<file path="src/rtl/serial_bit_feeder_if.sv">
// Load handshake and serial output bundle for serial_bit_feeder.
// master = upstream word source / downstream observer, slave = the feeder.
interface serial_bit_feeder_if #(
    parameter int WIDTH = 8
);
    logic [WIDTH-1:0] data_in;
    logic             load_valid;
    logic             load_ready;
    logic             dout;
    logic             dout_valid;
    logic             busy;
    logic             frame_done;

    modport master (
        output data_in, load_valid,
        input  load_ready, dout, dout_valid, busy, frame_done
    );

    modport slave (
        input  data_in, load_valid,
        output load_ready, dout, dout_valid, busy, frame_done
    );
endinterface

</file>
<file path="src/rtl/serial_bit_feeder.sv">
// Parallel-in serial-out feeder for the sequence detector's din input.
//   state | meaning
//   IDLE  | no frame, dout = IDLE_BIT, ready for a word
//   SHIFT | one frame bit per cycle on dout, last bit pulses frame_done
//   GAP   | GAP_CYCLES idle cycles after a frame, ready on the last one
module serial_bit_feeder #(
    parameter int WIDTH      = 8,
    parameter int MSB_FIRST  = 1,
    parameter int GAP_CYCLES = 0,
    parameter bit IDLE_BIT   = 1'b0
) (
    input  logic                clk,
    input  logic                reset,
    serial_bit_feeder_if.slave  bus
);
    localparam int CW       = (WIDTH > 1) ? $clog2(WIDTH) : 1;
    localparam int GAP_LAST = (GAP_CYCLES > 0) ? GAP_CYCLES - 1 : 0;
    localparam logic [CW-1:0] BIT_LAST = CW'(WIDTH - 1);

    typedef enum logic [1:0] {
        IDLE  = 2'd0,
        SHIFT = 2'd1,
        GAP   = 2'd2
    } state_t;

    state_t           state, state_nxt;
    logic [WIDTH-1:0] shreg;
    logic [CW-1:0]    bit_cnt;
    logic [3:0]       gap_cnt;

    logic last_bit;
    logic last_gap;
    logic accept;

    assign last_bit = (state == SHIFT) && (bit_cnt == BIT_LAST);
    assign last_gap = (state == GAP) && (gap_cnt == 4'd0);
    assign accept   = bus.load_valid && bus.load_ready;

    always_ff @(posedge clk) begin
        if (reset) begin
            state <= IDLE;
        end else begin
            state <= state_nxt;
        end
    end

    always_comb begin
        state_nxt      = state;
        bus.load_ready = 1'b0;
        bus.dout       = IDLE_BIT;
        bus.dout_valid = 1'b0;
        bus.frame_done = 1'b0;
        bus.busy       = (state != IDLE);
        case (state)
            IDLE: begin
                bus.load_ready = 1'b1;
                if (bus.load_valid) state_nxt = SHIFT;
            end
            SHIFT: begin
                bus.dout       = (MSB_FIRST != 0) ? shreg[WIDTH-1] : shreg[0];
                bus.dout_valid = 1'b1;
                if (last_bit) begin
                    bus.frame_done = 1'b1;
                    if (GAP_CYCLES > 0) begin
                        state_nxt = GAP;
                    end else begin
                        // Accepting here is what lets frames stream without a bubble.
                        bus.load_ready = 1'b1;
                        state_nxt      = bus.load_valid ? SHIFT : IDLE;
                    end
                end
            end
            GAP: begin
                if (last_gap) begin
                    bus.load_ready = 1'b1;
                    state_nxt      = bus.load_valid ? SHIFT : IDLE;
                end
            end
            default: state_nxt = IDLE;
        endcase
    end

    always_ff @(posedge clk) begin
        if (reset) begin
            shreg   <= '0;
            bit_cnt <= '0;
            gap_cnt <= 4'd0;
        end else begin
            if (accept) begin
                shreg   <= bus.data_in;
                bit_cnt <= '0;
            end else if (state == SHIFT) begin
                if (MSB_FIRST != 0) begin
                    shreg <= {shreg[WIDTH-2:0], 1'b0};
                end else begin
                    shreg <= {1'b0, shreg[WIDTH-1:1]};
                end
                if (!last_bit) bit_cnt <= bit_cnt + CW'(1);
            end

            if (last_bit) begin
                gap_cnt <= 4'(GAP_LAST);
            end else if ((state == GAP) && (gap_cnt != 4'd0)) begin
                gap_cnt <= gap_cnt - 4'd1;
            end
        end
    end
endmodule

</file>
<file path="src/flat_wrapper.sv">
// flat-port wrapper written by rule: the top's interface ports become plain ports
module serial_bit_feeder_flat 
#(
    parameter int WIDTH      = 8,
    parameter int MSB_FIRST  = 1,
    parameter int GAP_CYCLES = 0,
    parameter bit IDLE_BIT   = 1'b0
)
  (clk, reset, bus_data_in, bus_load_valid, bus_load_ready, bus_dout, bus_dout_valid, bus_busy, bus_frame_done);
  serial_bit_feeder_if #(.WIDTH(WIDTH)) bus_i ();
  input  logic clk;
  input  logic reset;
  input wire logic [$bits(bus_i.data_in)-1:0] bus_data_in;
  input wire logic [$bits(bus_i.load_valid)-1:0] bus_load_valid;
  output wire logic [$bits(bus_i.load_ready)-1:0] bus_load_ready;
  output wire logic [$bits(bus_i.dout)-1:0] bus_dout;
  output wire logic [$bits(bus_i.dout_valid)-1:0] bus_dout_valid;
  output wire logic [$bits(bus_i.busy)-1:0] bus_busy;
  output wire logic [$bits(bus_i.frame_done)-1:0] bus_frame_done;
  assign bus_i.data_in = bus_data_in;
  assign bus_i.load_valid = bus_load_valid;
  assign bus_load_ready = bus_i.load_ready;
  assign bus_dout = bus_i.dout;
  assign bus_dout_valid = bus_i.dout_valid;
  assign bus_busy = bus_i.busy;
  assign bus_frame_done = bus_i.frame_done;
  serial_bit_feeder #(.WIDTH(WIDTH), .MSB_FIRST(MSB_FIRST), .GAP_CYCLES(GAP_CYCLES), .IDLE_BIT(IDLE_BIT)) u_core (.clk(clk), .reset(reset), .bus(bus_i));
endmodule
</file>
<file path="config.mk">
export PLATFORM = sky130hd
export DESIGN_NAME = serial_bit_feeder_flat
export DESIGN_NICKNAME = d
export VERILOG_FILES = /design/src/rtl/serial_bit_feeder_if.sv /design/src/rtl/serial_bit_feeder.sv /design/src/flat_wrapper.sv
export SDC_FILE = /design/constraint.sdc
export NUM_CORES = 1
export LEC_CHECK = 0
export BUFFER_PORTS_ARGS = -buffer_cell sky130_fd_sc_hd__buf_4
export CAP_MARGIN = 20
export CORE_AREA = 2 2 39 41
export DETAILED_ROUTE_END_ITERATION = 7
export DIE_AREA = 0 0 41 43
export GPL_TIMING_DRIVEN = 0
export PLACE_DENSITY = 0.7
export SLEW_MARGIN = 10
export SYNTH_ARGS = -nofsm -noshare
export SYNTH_HDL_FRONTEND = slang
export SYNTH_SLANG_ARGS = --single-unit
</file>
<file path="constraint.sdc">
create_clock -name clk -period 2.3 [get_ports clk]
set_clock_uncertainty 0.05 [all_clocks]
set_input_delay 0 -clock clk [delete_from_list [all_inputs] [get_ports clk]]
set_output_delay 0 -clock clk [all_outputs]
set_load 0.02 [all_outputs]
</file>
Yosys cells after proc, flatten, opt, wreduce, memory -nomap -nowiden
Cells that the tools add are included.
Widths: inputs -> output; s select.
{"block": "classes", "n_mux": 13, "addsub": 2, "eq_ne": 6, "bitwise": 1, "n_reduce_logical": 13}
{"op": "$mux 8", "count": 2}
{"op": "$mux 1", "count": 6}
{"op": "$mux 2", "count": 3}
{"op": "$pmux 2 s3", "count": 1}
{"op": "$logic_and 1x1->1", "count": 4}
{"op": "$logic_not 4->1", "count": 1}
{"op": "$ne 2x1->1 const B", "count": 2}
{"op": "$reduce_bool 2->1", "count": 2}
{"op": "$reduce_bool 4->1", "count": 1}
{"op": "$reduce_or 2->1", "count": 2}
{"op": "$sub 4x1->4 const B", "count": 1}
{"op": "$add 3x1->3 const B", "count": 1}
{"op": "$eq 3x3->1 const B", "count": 1}
{"op": "$pmux 1 s3", "count": 1}
{"op": "$reduce_and 3->1", "count": 1}
{"op": "$eq 2x1->1 const B", "count": 1}
{"op": "$eq 2x2->1 const B", "count": 1}
{"op": "$logic_not 2->1", "count": 1}
{"op": "$ne 2x2->1 const B", "count": 1}
{"op": "$reduce_and 2->1", "count": 1}
{"op": "$not 1->1", "count": 1}
{"block": "totals", "regBits": 17, "word_cells": 39, "out_inout_bits": 5, "inputBits": 11}

Logic depth before layout (Yosys ltp)
{"block": "logic_depth", "word_depth": 6, "ltp_mapped": 7}

Worst setup path after synthesis
OpenSTA, ideal clock, no wires.
{"block": "synth_timing", "path_type": "flip-flop to flip-flop", "startpoint": "reg u_core.bit_cnt[0]", "endpoint": "reg u_core.shreg[2]", "synth_period_minus_slack_ns": 1.493, "path_buffers": 1, "slack_ns": 0.807, "stages_incl_launch_ff": 8, "arrival_ns": 1.310, "t_required_ns": 2.116, "cell_sequence": "dfxtp_1 -> ha_1 -> ha_1 -> nor2b_4 -> inv_2 -> buf_6 -> a211oi_1 -> nor4_1"}
{"block": "synth_via", "elab_chain_cells": 6, "word_cells_on_any_way": 7, "classes_between": "eq/ne: 1; mux: 3; reduce/logical: 3"}
{"item": "start: declaration", "line_no": "serial_bit_feeder.sv:28", "rtl": "logic [CW-1:0] bit_cnt;"}
{"item": "start signal: assignment", "line_no": "serial_bit_feeder.sv:98", "rtl": "if (!last_bit) bit_cnt <= bit_cnt + CW'(1);"}
{"item": "$eq 3x3->1 *", "line_no": "serial_bit_feeder.sv:35", "rtl": "assign last_bit = (state == SHIFT) && (bit_cnt == BIT_LAST);"}
{"item": "$logic_and 1x1->1 *", "line_no": "serial_bit_feeder.sv:35"}
{"item": "$mux 1 *"}
{"item": "$pmux 1 s3 *", "line_no": "serial_bit_feeder.sv:54", "rtl": "case (state)"}
{"item": "net bus_load_ready", "line_no": "flat_wrapper.sv:15", "rtl": "output wire logic [$bits(bus_i.load_ready)-1:0] bus_load_ready;"}
{"item": "$logic_and 1x1->1 *", "line_no": "serial_bit_feeder.sv:37", "rtl": "assign accept = bus.load_valid && bus.load_ready;"}
{"item": "$mux 8 / $reduce_bool 2->1 (equally long branches)"}
{"item": "end signal: assignment", "line_no": "serial_bit_feeder.sv:90", "rtl": "shreg <= bus.data_in;"}
{"item": "end signal: assignment", "line_no": "serial_bit_feeder.sv:94", "rtl": "shreg <= {shreg[WIDTH-2:0], 1'b0};"}
{"item": "end signal: assignment", "line_no": "serial_bit_feeder.sv:96", "rtl": "shreg <= {1'b0, shreg[WIDTH-1:1]};"}
{"item": "end: declaration", "line_no": "serial_bit_feeder.sv:27", "rtl": "logic [WIDTH-1:0] shreg;"}
Mark *: on every way through the listed nets, which the timed path passes. The rest lies on a longest branch.
A chain may end at the register's enable or synchronous reset.

Worst setup path after layout
{"block": "layout_timing", "startpoint": "reg u_core.bit_cnt[0]", "endpoint": "reg u_core.shreg[4]"}
{"block": "layout_via", "elab_chain_cells": 6, "word_cells_on_any_way": 7, "classes_between": "eq/ne: 1; mux: 3; reduce/logical: 3"}
{"item": "$eq 3x3->1 *", "line_no": "serial_bit_feeder.sv:35"}
{"item": "$logic_and 1x1->1 *", "line_no": "serial_bit_feeder.sv:35"}
{"item": "$mux 1 *"}
{"item": "$pmux 1 s3 *", "line_no": "serial_bit_feeder.sv:54"}
{"item": "$logic_and 1x1->1 *", "line_no": "serial_bit_feeder.sv:37"}
{"item": "$mux 8 / $reduce_bool 2->1 (equally long branches)"}
Every way passes the cells marked *; elsewhere a longest branch is shown, timed or not.

==> impl_metrics.ini <==
[critical_path]
cp-start-kind = register
max_stage_delay_ns = 0.32
worst-path-max-fanout = 10
end_kind = register
required_ns = 2.40
r2r_setup_slack_ns = 0.72
rr_startpoint = u_core.bit_cnt[0]$_SDFFE_PP0P_
crit_arrival_ns = 1.68
path_cells = ha_1, ha_1, nor2b_4, inv_2, buf_6, a211oi_1, nor4_1
cpMostUsedCell = ha_1
slowest_stage = dfxtp_1
r2r_cells = 7
worstSetupPathType = reg -> reg
r2r_end = u_core.shreg[4]$_SDFFE_PP0P_

[synthesis]
synth_top_family_by_area = simple AND/OR/NAND/NOR gates
synth_top_cells_by_count = dfxtp_1 (12), nor2_1 (10), a211oi_1 (7), nor3b_1 (7), nor4_1 (7)
synthSimpleGateAreaFrac_pct = 34.7
syn_area_per_cell_sq_um = 8.91
ys_seq_elements = 12
yosys.area.top_type = dfxtp_1
synth_area_leaders = dfxtp_1 (40%), a211oi_1 (8.7%), nor3b_1 (8.7%)
synth-edff-count = 0
synth_most_common_cell = dfxtp_1
ys_seq_area_share_pct = 39.7
synth_area_sq_um = 606
synth_top_area_share_pct = 39.7
synth_warnings = 0
synth_cell_types = 20
synth_compound_area_share_pct = 12.6
synthArstFlopShare_pct = 0
synthAdderAreaFrac_pct = 4.13
synth_xor_area_share_pct = 0
synth_ff_type = dfxtp_1
syn_inst = 68
syn-num-nets = 81
synthMuxAreaShare_pct = 0

[pwr]
power_per_cell_area_nw_per_um2 = 588
total_power_mw = 0.459
switchingPower_mw = 0.126
seq_power_share_pct = 50.5
leakage_nw = 0.327
p_sw_share_pct = 27.4
p_int_mw = 0.333
pwr-share-comb_pct = 20.7
clockPowerShare_pct = 28.8
ir_worst_vdd_mv = 0.297

[timing]
final.period_utilization_pct = 68.7
fin_setup_tns_ns = 0
rsz0062_at_grt = no
fmax_ghz = 0.633
hold_viol = 0
setup_viol = 0
whs_ns = 0.0281
min_period_ns = 1.58
max_slew_margin_pct = 70.6
finalMaxSlewViolations = 0
setup_ws_ns = 0.720
worst_pin_slew_ns = 0.441

[placement]
place_congestion = 0.728
pre_cts_ws_ns = 0.715
dp_cells = 99
io_buffers = 15
dpl_cell_area_sq_um = 738
post-dp-hpwl_um = 870

[detailed_routing]
drc_errors = 0
wirelength_um = 1240
via_per_inst = 5.33
drtIter0Drc = 15
ant_nets = 0
drtPass1Iterations = 4
wl_per_cell_um = 12.0
num_vias = 554

[global_routing]
grt_pass1_vias = 475
antenna_found_initial = 0
grt_max_degree = 11
grt_pass1_wl_um = 2040
grt_remaining_overflow = 0
grt_usage_pct = 17.5

[hold_path]
hp-start = bus_data_in[4]
hold_depth = 3
min_to = u_core.shreg[4]$_SDFFE_PP0P_
hp-class = in -> reg

[clocking]
post_cts_buffers = 0
cts_resized = 0
cts-root-buf = clkbuf_4
htreeDepth = 1
cts_tree = built
clk_latency_ns = 0.28
cts_buffer_depth = 2
cts.sinks = 12
clk_pin_slew_ns = 0.07
numCtsBuffers = 3

[status]
outcome = finished, final reports clean

[finish]
fin_cells = 104
finalNetCount = 103
final_layout_size_suffix_gt1_share_pct = 30.7
final_util_pct = 56.4
final_area_sq_um = 781
area_delta_synth_final_pct = 28.9
insertedDiodeCount = 0

[floorplan]
placementRows = 14
core_area_sq_um = 1380
dieArea_sq_um = 1760
dieWidth_um = 41
start_util_pct = 43.8
ios = 16
die-height_um = 43

[flow_run]
cap_violations = 0
-- power groups by stage --
stage	combinational [mW]	clock, mW	sequential, mW
final	0.0949	0.132	0.232
after global routing	0.105	0.141	0.234
after CTS	0.0956	0.137	0.232
after detailed placement	0.0927	0	0.237
after global placement	0.0924	0	0.237
after floorplan	0.0605	0	0.236
-- critical path: cells and delay by family, from the launching register on --
kind	cells	cell delay, ns
DFF	1	0.32
AOI/OAI and AO/OA	1	0.24
buffers and inverters	2	0.19
adders and majority gates	2	0.43
and+or+nand+nor	2	0.22
-- timing repair --
| item | CTS | global route |
|---|---|---|
| endpoints found under the setup margin | 0 | 0 |
| hold buffers | 2 | 0 |
| hold endpoints to repair | 3 | 0 |
-- flip-flops by register name, summed over array words and instances, names as in the netlist --
signal,count
u_core.bit_cnt,3
u_core.state,1
u_core.shreg,8
-- layer usage --
metal,up-vias,part of all wire [%],track usage (%)
met3,5,6.8,3.14
met2,18,45,25.6
met1,245,45,22.0
met5,-,0,0
li1,286,-,-
met4,0,3.2,12.0
-- cells by family (layout without fill, tap and decap cells) --
group | after synthesis | in the layout
and+or+nand+nor | 35 | 35
DFF | 12 | 12
AOI/OAI and AO/OA | 11 | 11
buffers and inverters | 8 | 28
adders and majority gates | 2 | 2
-- final cells by class --
cell class	count	area, sq um
Fill cell	129	603
Multi-Input combinational cell	48	312
Sequential cell	12	240
Timing Repair Buffer	17	133
Buffer	7	50.0
Clock buffer	3	22.5
Tap cell	16	20.0
Inverter	1	3.75
-- how the worst max path moves through the flow --
stage	from	end
CTS	u_core.bit_cnt[0]$_SDFFE_PP0P_	u_core.shreg[2]$_SDFFE_PP0P_
floorplan	u_core.bit_cnt[0]$_SDFFE_PP0P_	u_core.shreg[2]$_SDFFE_PP0P_
global placement	u_core.bit_cnt[0]$_SDFFE_PP0P_	u_core.shreg[2]$_SDFFE_PP0P_
finish	u_core.bit_cnt[0]$_SDFFE_PP0P_	u_core.shreg[4]$_SDFFE_PP0P_
global route	u_core.bit_cnt[0]$_SDFFE_PP0P_	u_core.shreg[4]$_SDFFE_PP0P_
detailed placement	u_core.bit_cnt[0]$_SDFFE_PP0P_	u_core.shreg[2]$_SDFFE_PP0P_
-- cell usage in the layout (no fill, tap or decap), types with 2 or more instances in the layout --
cell,n
buf_4,17
a21oi_1,3
nor2_1,10
and2_1,2
clkbuf_4,3
nor4_1,7
nand3b_1,3
nand2_1,2
a211oi_1,7
clkbuf_1,2
buf_6,2
dfxtp_1,12
ha_1,2
nor3b_1,7
dlygate4sd3_1,2
Power figures use the tool's default switching activity.
